### src/rtl/ram512_arbiter_if.sv
// ============================================================================
// Module      : ram512_arbiter_if
// Description : Bus bundle between two requesters, the ram512_arbiter and the
//               ram512 macro. The arbiter uses the slave modport. The master
//               modport is the requester/RAM side.
// Revision    : 1.0 - initial release
// ============================================================================
`default_nettype none

interface ram512_arbiter_if;
  // requester port 0 (CPU)
  logic        req0;
  logic        we0;
  logic [8:0]  addr0;
  logic [15:0] wdata0;
  logic        gnt0;
  logic        rvalid0;
  logic [15:0] rdata0;
  // requester port 1 (I/O)
  logic        req1;
  logic        we1;
  logic [8:0]  addr1;
  logic [15:0] wdata1;
  logic        gnt1;
  logic        rvalid1;
  logic [15:0] rdata1;
  // ram512 side
  logic [8:0]  ram_address;
  logic [15:0] ram_in;
  logic        ram_load;
  logic [15:0] ram_out;

  modport slave (
    input  req0, we0, addr0, wdata0,
    input  req1, we1, addr1, wdata1,
    input  ram_out,
    output gnt0, rvalid0, rdata0,
    output gnt1, rvalid1, rdata1,
    output ram_address, ram_in, ram_load
  );

  modport master (
    output req0, we0, addr0, wdata0,
    output req1, we1, addr1, wdata1,
    output ram_out,
    input  gnt0, rvalid0, rdata0,
    input  gnt1, rvalid1, rdata1,
    input  ram_address, ram_in, ram_load
  );
endinterface

`default_nettype wire

### src/rtl/ram512_arbiter.sv
// ============================================================================
// Module      : ram512_arbiter
// Description : Two-port arbiter in front of a single-port ram512. Each access
//               takes an IDLE cycle, where the winner is picked, and a SERVE
//               cycle, where the owner drives the RAM. Reads are registered per
//               port.
//               Macro RAM_ARB_RR_EN: when defined, ties go round robin. When
//               undefined, port 0 has fixed priority.
// Revision    : 1.0 - initial release
// ============================================================================
`default_nettype none

module ram512_arbiter (
  input  logic             clk,
  input  logic             rst_n,
  ram512_arbiter_if.slave  bus
);

  localparam logic [0:0] c_IDLE  = 1'b0;
  localparam logic [0:0] c_SERVE = 1'b1;

  logic [0:0]  r_state;
  logic        r_owner;
  logic        w_any_req;
  logic        w_winner;
  logic        w_serve;
  logic        w_owner_we;

  logic        r_rvalid0;
  logic        r_rvalid1;
  logic [15:0] r_rdata0;
  logic [15:0] r_rdata1;

  logic        w_gnt0;
  logic        w_gnt1;
  logic [8:0]  w_ram_address;
  logic [15:0] w_ram_in;
  logic        w_ram_load;

  assign w_any_req = bus.req0 | bus.req1;
  assign w_serve   = (r_state == c_SERVE);

`ifdef RAM_ARB_RR_EN
  logic r_last;

  // Tie goes to the port that was not served last. A lone requester always wins.
  always_comb begin
    w_winner = bus.req1;
    if (bus.req0 && bus.req1) begin
      w_winner = ~r_last;
    end
  end

  // Remember the port that got the most recent grant.
  always_ff @(posedge clk or negedge rst_n) begin
    if (!rst_n) begin
      r_last <= 1'b1;
    end else if (r_state == c_IDLE && w_any_req) begin
      r_last <= w_winner;
    end
  end
`else
  // Fixed priority. Port 1 wins only when port 0 is not requesting.
  always_comb begin
    w_winner = bus.req1 & ~bus.req0;
  end
`endif

  // Two-state sequencer. Latch the winner in IDLE, and always leave SERVE after one cycle.
  always_ff @(posedge clk or negedge rst_n) begin
    if (!rst_n) begin
      r_state <= c_IDLE;
      r_owner <= 1'b0;
    end else begin
      case (r_state)
        c_IDLE: begin
          if (w_any_req) begin
            r_owner <= w_winner;
            r_state <= c_SERVE;
          end
        end
        default: begin
          r_state <= c_IDLE;
        end
      endcase
    end
  end

  assign w_owner_we = r_owner ? bus.we1 : bus.we0;

  // RAM drive and grant are decoded from the state and owner only. An async reset of the state therefore drops them at once.
  always_comb begin
    w_gnt0        = 1'b0;
    w_gnt1        = 1'b0;
    w_ram_address = 9'd0;
    w_ram_in      = 16'd0;
    w_ram_load    = 1'b0;
    if (w_serve) begin
      w_ram_load = w_owner_we;
      if (r_owner) begin
        w_gnt1        = 1'b1;
        w_ram_address = bus.addr1;
        w_ram_in      = bus.wdata1;
      end else begin
        w_gnt0        = 1'b1;
        w_ram_address = bus.addr0;
        w_ram_in      = bus.wdata0;
      end
    end
  end

  // Capture read data into the owner's register at the edge that ends SERVE. rvalid pulses for one cycle.
  always_ff @(posedge clk or negedge rst_n) begin
    if (!rst_n) begin
      r_rvalid0 <= 1'b0;
      r_rvalid1 <= 1'b0;
      r_rdata0  <= 16'd0;
      r_rdata1  <= 16'd0;
    end else begin
      r_rvalid0 <= 1'b0;
      r_rvalid1 <= 1'b0;
      if (w_serve && !w_owner_we) begin
        if (r_owner) begin
          r_rdata1  <= bus.ram_out;
          r_rvalid1 <= 1'b1;
        end else begin
          r_rdata0  <= bus.ram_out;
          r_rvalid0 <= 1'b1;
        end
      end
    end
  end

  assign bus.gnt0        = w_gnt0;
  assign bus.gnt1        = w_gnt1;
  assign bus.ram_address = w_ram_address;
  assign bus.ram_in      = w_ram_in;
  assign bus.ram_load    = w_ram_load;
  assign bus.rvalid0     = r_rvalid0;
  assign bus.rvalid1     = r_rvalid1;
  assign bus.rdata0      = r_rdata0;
  assign bus.rdata1      = r_rdata1;

endmodule

`default_nettype wire

### src/flat_wrapper.sv
// flat-port wrapper written by rule: the top's interface ports become plain ports
module ram512_arbiter_flat 
  (clk, rst_n, bus_req0, bus_we0, bus_addr0, bus_wdata0, bus_req1, bus_we1, bus_addr1, bus_wdata1, bus_ram_out, bus_gnt0, bus_rvalid0, bus_rdata0, bus_gnt1, bus_rvalid1, bus_rdata1, bus_ram_address, bus_ram_in, bus_ram_load);
  ram512_arbiter_if bus_i ();
  input  logic clk;
  input  logic rst_n;
  input wire logic [$bits(bus_i.req0)-1:0] bus_req0;
  input wire logic [$bits(bus_i.we0)-1:0] bus_we0;
  input wire logic [$bits(bus_i.addr0)-1:0] bus_addr0;
  input wire logic [$bits(bus_i.wdata0)-1:0] bus_wdata0;
  input wire logic [$bits(bus_i.req1)-1:0] bus_req1;
  input wire logic [$bits(bus_i.we1)-1:0] bus_we1;
  input wire logic [$bits(bus_i.addr1)-1:0] bus_addr1;
  input wire logic [$bits(bus_i.wdata1)-1:0] bus_wdata1;
  input wire logic [$bits(bus_i.ram_out)-1:0] bus_ram_out;
  output wire logic [$bits(bus_i.gnt0)-1:0] bus_gnt0;
  output wire logic [$bits(bus_i.rvalid0)-1:0] bus_rvalid0;
  output wire logic [$bits(bus_i.rdata0)-1:0] bus_rdata0;
  output wire logic [$bits(bus_i.gnt1)-1:0] bus_gnt1;
  output wire logic [$bits(bus_i.rvalid1)-1:0] bus_rvalid1;
  output wire logic [$bits(bus_i.rdata1)-1:0] bus_rdata1;
  output wire logic [$bits(bus_i.ram_address)-1:0] bus_ram_address;
  output wire logic [$bits(bus_i.ram_in)-1:0] bus_ram_in;
  output wire logic [$bits(bus_i.ram_load)-1:0] bus_ram_load;
  assign bus_i.req0 = bus_req0;
  assign bus_i.we0 = bus_we0;
  assign bus_i.addr0 = bus_addr0;
  assign bus_i.wdata0 = bus_wdata0;
  assign bus_i.req1 = bus_req1;
  assign bus_i.we1 = bus_we1;
  assign bus_i.addr1 = bus_addr1;
  assign bus_i.wdata1 = bus_wdata1;
  assign bus_i.ram_out = bus_ram_out;
  assign bus_gnt0 = bus_i.gnt0;
  assign bus_rvalid0 = bus_i.rvalid0;
  assign bus_rdata0 = bus_i.rdata0;
  assign bus_gnt1 = bus_i.gnt1;
  assign bus_rvalid1 = bus_i.rvalid1;
  assign bus_rdata1 = bus_i.rdata1;
  assign bus_ram_address = bus_i.ram_address;
  assign bus_ram_in = bus_i.ram_in;
  assign bus_ram_load = bus_i.ram_load;
  ram512_arbiter u_core (.clk(clk), .rst_n(rst_n), .bus(bus_i));
endmodule
### config.mk
export PLATFORM = sky130hd
export DESIGN_NAME = ram512_arbiter_flat
export DESIGN_NICKNAME = d
export VERILOG_FILES = /design/src/rtl/ram512_arbiter_if.sv /design/src/rtl/ram512_arbiter.sv /design/src/flat_wrapper.sv
export SDC_FILE = /design/constraint.sdc
export NUM_CORES = 1
export LEC_CHECK = 0
export CORE_ASPECT_RATIO = 0.8
export CORE_MARGIN = 2
export CORE_UTILIZATION = 34
export CTS_CLUSTER_SIZE = 12
export DETAILED_ROUTE_END_ITERATION = 7
export GPL_ROUTABILITY_DRIVEN = 0
export GPL_TIMING_DRIVEN = 0
export PLACE_DENSITY = 0.81
export SLEW_MARGIN = 20
export SYNTH_ARGS = -nofsm -noshare
export SYNTH_HDL_FRONTEND = slang
export SYNTH_SLANG_ARGS = --single-unit
### constraint.sdc
create_clock -name clk -period 1.8 [get_ports clk]
set_input_delay 0.27 -clock clk [delete_from_list [all_inputs] [get_ports clk]]
set_output_delay 0.27 -clock clk [all_outputs]
set_load 0.03 [all_outputs]
==> metrics.md <==
| Metric | Value |
|---|---|
| Most numerous cell in the Yosys netlist | dfrtp_1 |
| Final nets | 355 |
| Pleak | 1.52 nW |
| Post-Route Skew | 0.00309 ns |
| Dpl hpwl | 4260 um |
| Crit path arrival time | 1.49 ns |
| Commonest cells in the netlist | dfrtp_1, nor2_1, mux2i_1 |
| Async SR Flop Fraction | 100% |
| Diodes inserted | 0 |
| Max Cap Violations | 0 |
| CTS tree | built |
| Register area share after synthesis | 50.6% |
| Die ar. | 0.00584 sq mm |
| Fin crit period | 1.76 ns |
| Final hold violations | 0 |
| Global Route Usage Sum | 16.9% |
| Avg WL per Cell | 15.6 um |
| Total power | 0.00431 W |
| Initial DRC Count | 33 |
| # port buffers | 133 |
| Max-Slew Margin vs Limit | 62.5% |
| First-pass GRT wire length | 7640 um |
| CP dominant cell by count | buf_12 |
| Slowest stage cell, crit path | dfrtp_1 |
| Outcome | finished, final reports clean |
| Fin area | 0.00341 sq mm |
| Net Switching | 0.00160 W |
| Flops & latches, synth | 36 |
| Pint | 0.00271 W |
| Req. time, crit path | 1.53 ns |
| Number of library cell types mapped by synthesis | 16 |
| Hold WC Path Type | in2async |
| Worst Max-Slew Pin Slew | 0.562 ns |
| Yosys top cell by area | dfrtp_1 |
| CTS sink count | 36 |
| Non-filler cells, final | 346 |
| Area delta synth->final | 91.6% |
| Die Wd | 84.9 um |
| Final period util | 97.9% |
| CTS Buf Count | 5 |
| Vert. Die Dim | 68.7 um |
| Routed wire length | 5400 um |
| YS warnings | 0 |
| Max incr delay on CP | 0.38 ns |
| Core Rows | 23 |
| Slew Limit Fails | 0 |
| Post-synth top area share | 50.6% |
| Number of synthesized flops with an enable pin | 0 |
| Nature of the critical path startpoint | flip-flop |
| Root buffer cell | clkbuf_8 |
| Setup TNS | 0 ns |
| Initial Util | 35.4% |
| Placed insts | 334 |
| Final setup vio count | 0 |
| Syn avg cell area | 12.9 sq um |
| Area after DPL | 0.00321 sq mm |
| Core area | 0.00504 sq mm |
| PwrDens | 1260 mW/mm^2 |
| Initial antenna violation count | 0 |
| Share of layout cells above drive strength 1 | 30.6% |
| Switching part of the total power | 37.1% |
| Final global-route overflow total | 0 |
| Peak VDD IR | 0.000770 V |
| Gate Count Post-Synth | 138 |
| Worst-path clk slew | 0.07 ns |
| Clock power share | 17.8% |
| CP Cell Sequence | buf_6 -> buf_12 -> buf_12 -> nor2_1 -> clkdlybuf4s15_2 |
| Via count | 1567 |
| # H-tree levels | 2 |
| Critical path endpoint category | output pin |
| Reg power frac | 29.1% |
| Comb power frac | 53.2% |
| Fmax | 567 MHz |
| Number of global-route vias before repair | 1551 |
| RSZ-0062 raised after global routing | true |
| Vias/cell | 4.53 |
| First-pass DRT Iterations | 4 |
| Cell area after synthesis | 0.00178 sq mm |
| Worst skew pair latency | 0.28 ns |
| Worst Setup Path Type | reg2out |
| Io pins | 134 |
| Remaining DRCs | 0 |
| Antenna viol nets, final | 0 |
| Clock Path Buffers | 2 |
| Largest cells by area after synthesis | dfrtp_1, mux2i_1, mux2_2 |
| Synth Net Count | 210 |
| Largest net degree at the start of global routing | 20 |
| Critical-path maximum fanout | 6 |
| Most common flop cell mapped by yosys | dfrtp_1 |
[metrics by stage]
step / hold WS [ns] / worst slack, ns / utilization (%)
final: 0.469 / 0.0376 / 67.8
after CTS: 0.476 / 0.00499 / 66.9
after global routing: 0.516 / -0.0173 / 67.8
after floorplan: -0.0256 / 0.135 / -
after global placement: 0.488 / -0.352 / 63.4
after detailed placement: 0.250 / -0.369 / 63.8
[layout make-up]
class / instances / area (sq um)
flip-flops and latches: 36 / 902
plain buffers: 8 / 106
inverters: 2 / 10.0
multi-input cells: 92 / 818
fillers: 409 / 1620
well taps: 62 / 77.6
clock inverters: 1 / 30.0
clock buffers: 7 / 96.3
repair buffers: 138 / 1370
[worst max-delay path, delay by kind of cell (launching register included)]
| family | cells | cell delay, ns |
|---|---|---|
| buf+inv | 4 | 0.72 |
| simple gates | 1 | 0.11 |
| flops | 1 | 0.38 |
[state kept, by name, summed over array words and instances, names as in the netlist]
name	cells
u_core.r_owner	1
u_core.r_state	1
u_core.bus.rvalid1	1
u_core.bus.rvalid0	1
u_core.bus.rdata0	16
u_core.bus.rdata1	16
[placed cells by master, fill, tap and decap left out]
cell	netlist	layout
nor2_1	29	29
and2_2	1	1
inv_4	0	1
bufinv_16	0	1
nor3b_4	1	1
nand3b_2	1	1
clkbuf_16	0	2
mux2i_1	26	26
and2b_2	1	1
buf_6	0	1
clkbuf_8	0	7
mux2_2	23	23
dlygate4sd3_1	0	1
buf_8	0	1
buf_2	4	11
inv_1	1	1
clkdlybuf4s50_1	0	104
buf_4	1	6
buf_12	1	3
buf_16	0	1
mux2_4	9	9
a2bb2oi_1	1	1
dfrtp_2	0	1
clkbuf_4	0	4
dfrtp_1	36	35
clkdlybuf4s15_2	0	12
[per-layer routing]
layer | vias up | share of wire, % | track usage, %
li1 | 765 | - | -
met1 | 750 | 41 | 21.9
met2 | 49 | 53 | 28.1
met3 | 3 | 5.3 | 5.24
met4 | 0 | 0.26 | 3.97
met5 | - | 0 | 0
[power groups by stage]
| stage | Clock [W] | Sequential (W) | Combinational, W |
|---|---|---|---|
| final | 0.000766 | 0.00125 | 0.00229 |
| after global routing | 0.000825 | 0.00128 | 0.00241 |
| after CTS | 0.000782 | 0.00125 | 0.00226 |
| after detailed placement | 0 | 0.00126 | 0.00225 |
| after global placement | 0 | 0.00125 | 0.00222 |
| after floorplan | 0 | 0.00181 | 0.000685 |
[logic make-up after synthesis]
kind of cell / count (synthesis) / synth area share [%]
compound gates: 1 / 0.492
simple gates: 33 / 8.71
mux: 58 / 36.7
buf+inv: 10 / 3.51
flops: 36 / 50.6
[what timing repair did]
item                       4_1_cts  5_1_grt
hold buffers                     1        0
gates cloned                     0        2
hold endpoints to repair        17        0
setup buffers                    0        1
setup endpoints to repair       28       23
gates resized for setup        116       28
pin swaps                        0        1
[path summary, 6_finish.rpt]
path | depth (start not counted) | to | start | slack, ns
max in group asynchronous | 3 | u_core.r_state | rst_n | 0.87
min reg2reg | 1 | u_core.bus.rdata1[1] | u_core.bus.rdata1[1] | 0.51
max reg2reg | 4 | u_core.bus.rdata0[1] | u_core.r_owner | 0.12
min in group clk | 1 | u_core.bus.rdata1[1] | u_core.bus.rdata1[1] | 0.51
max | 5 | bus_gnt0 | u_core.r_owner | 0.04
min | 2 | u_core.bus.rdata0[6] | rst_n | 0.47
No activity file was read; power rests on OpenSTA's default activity.
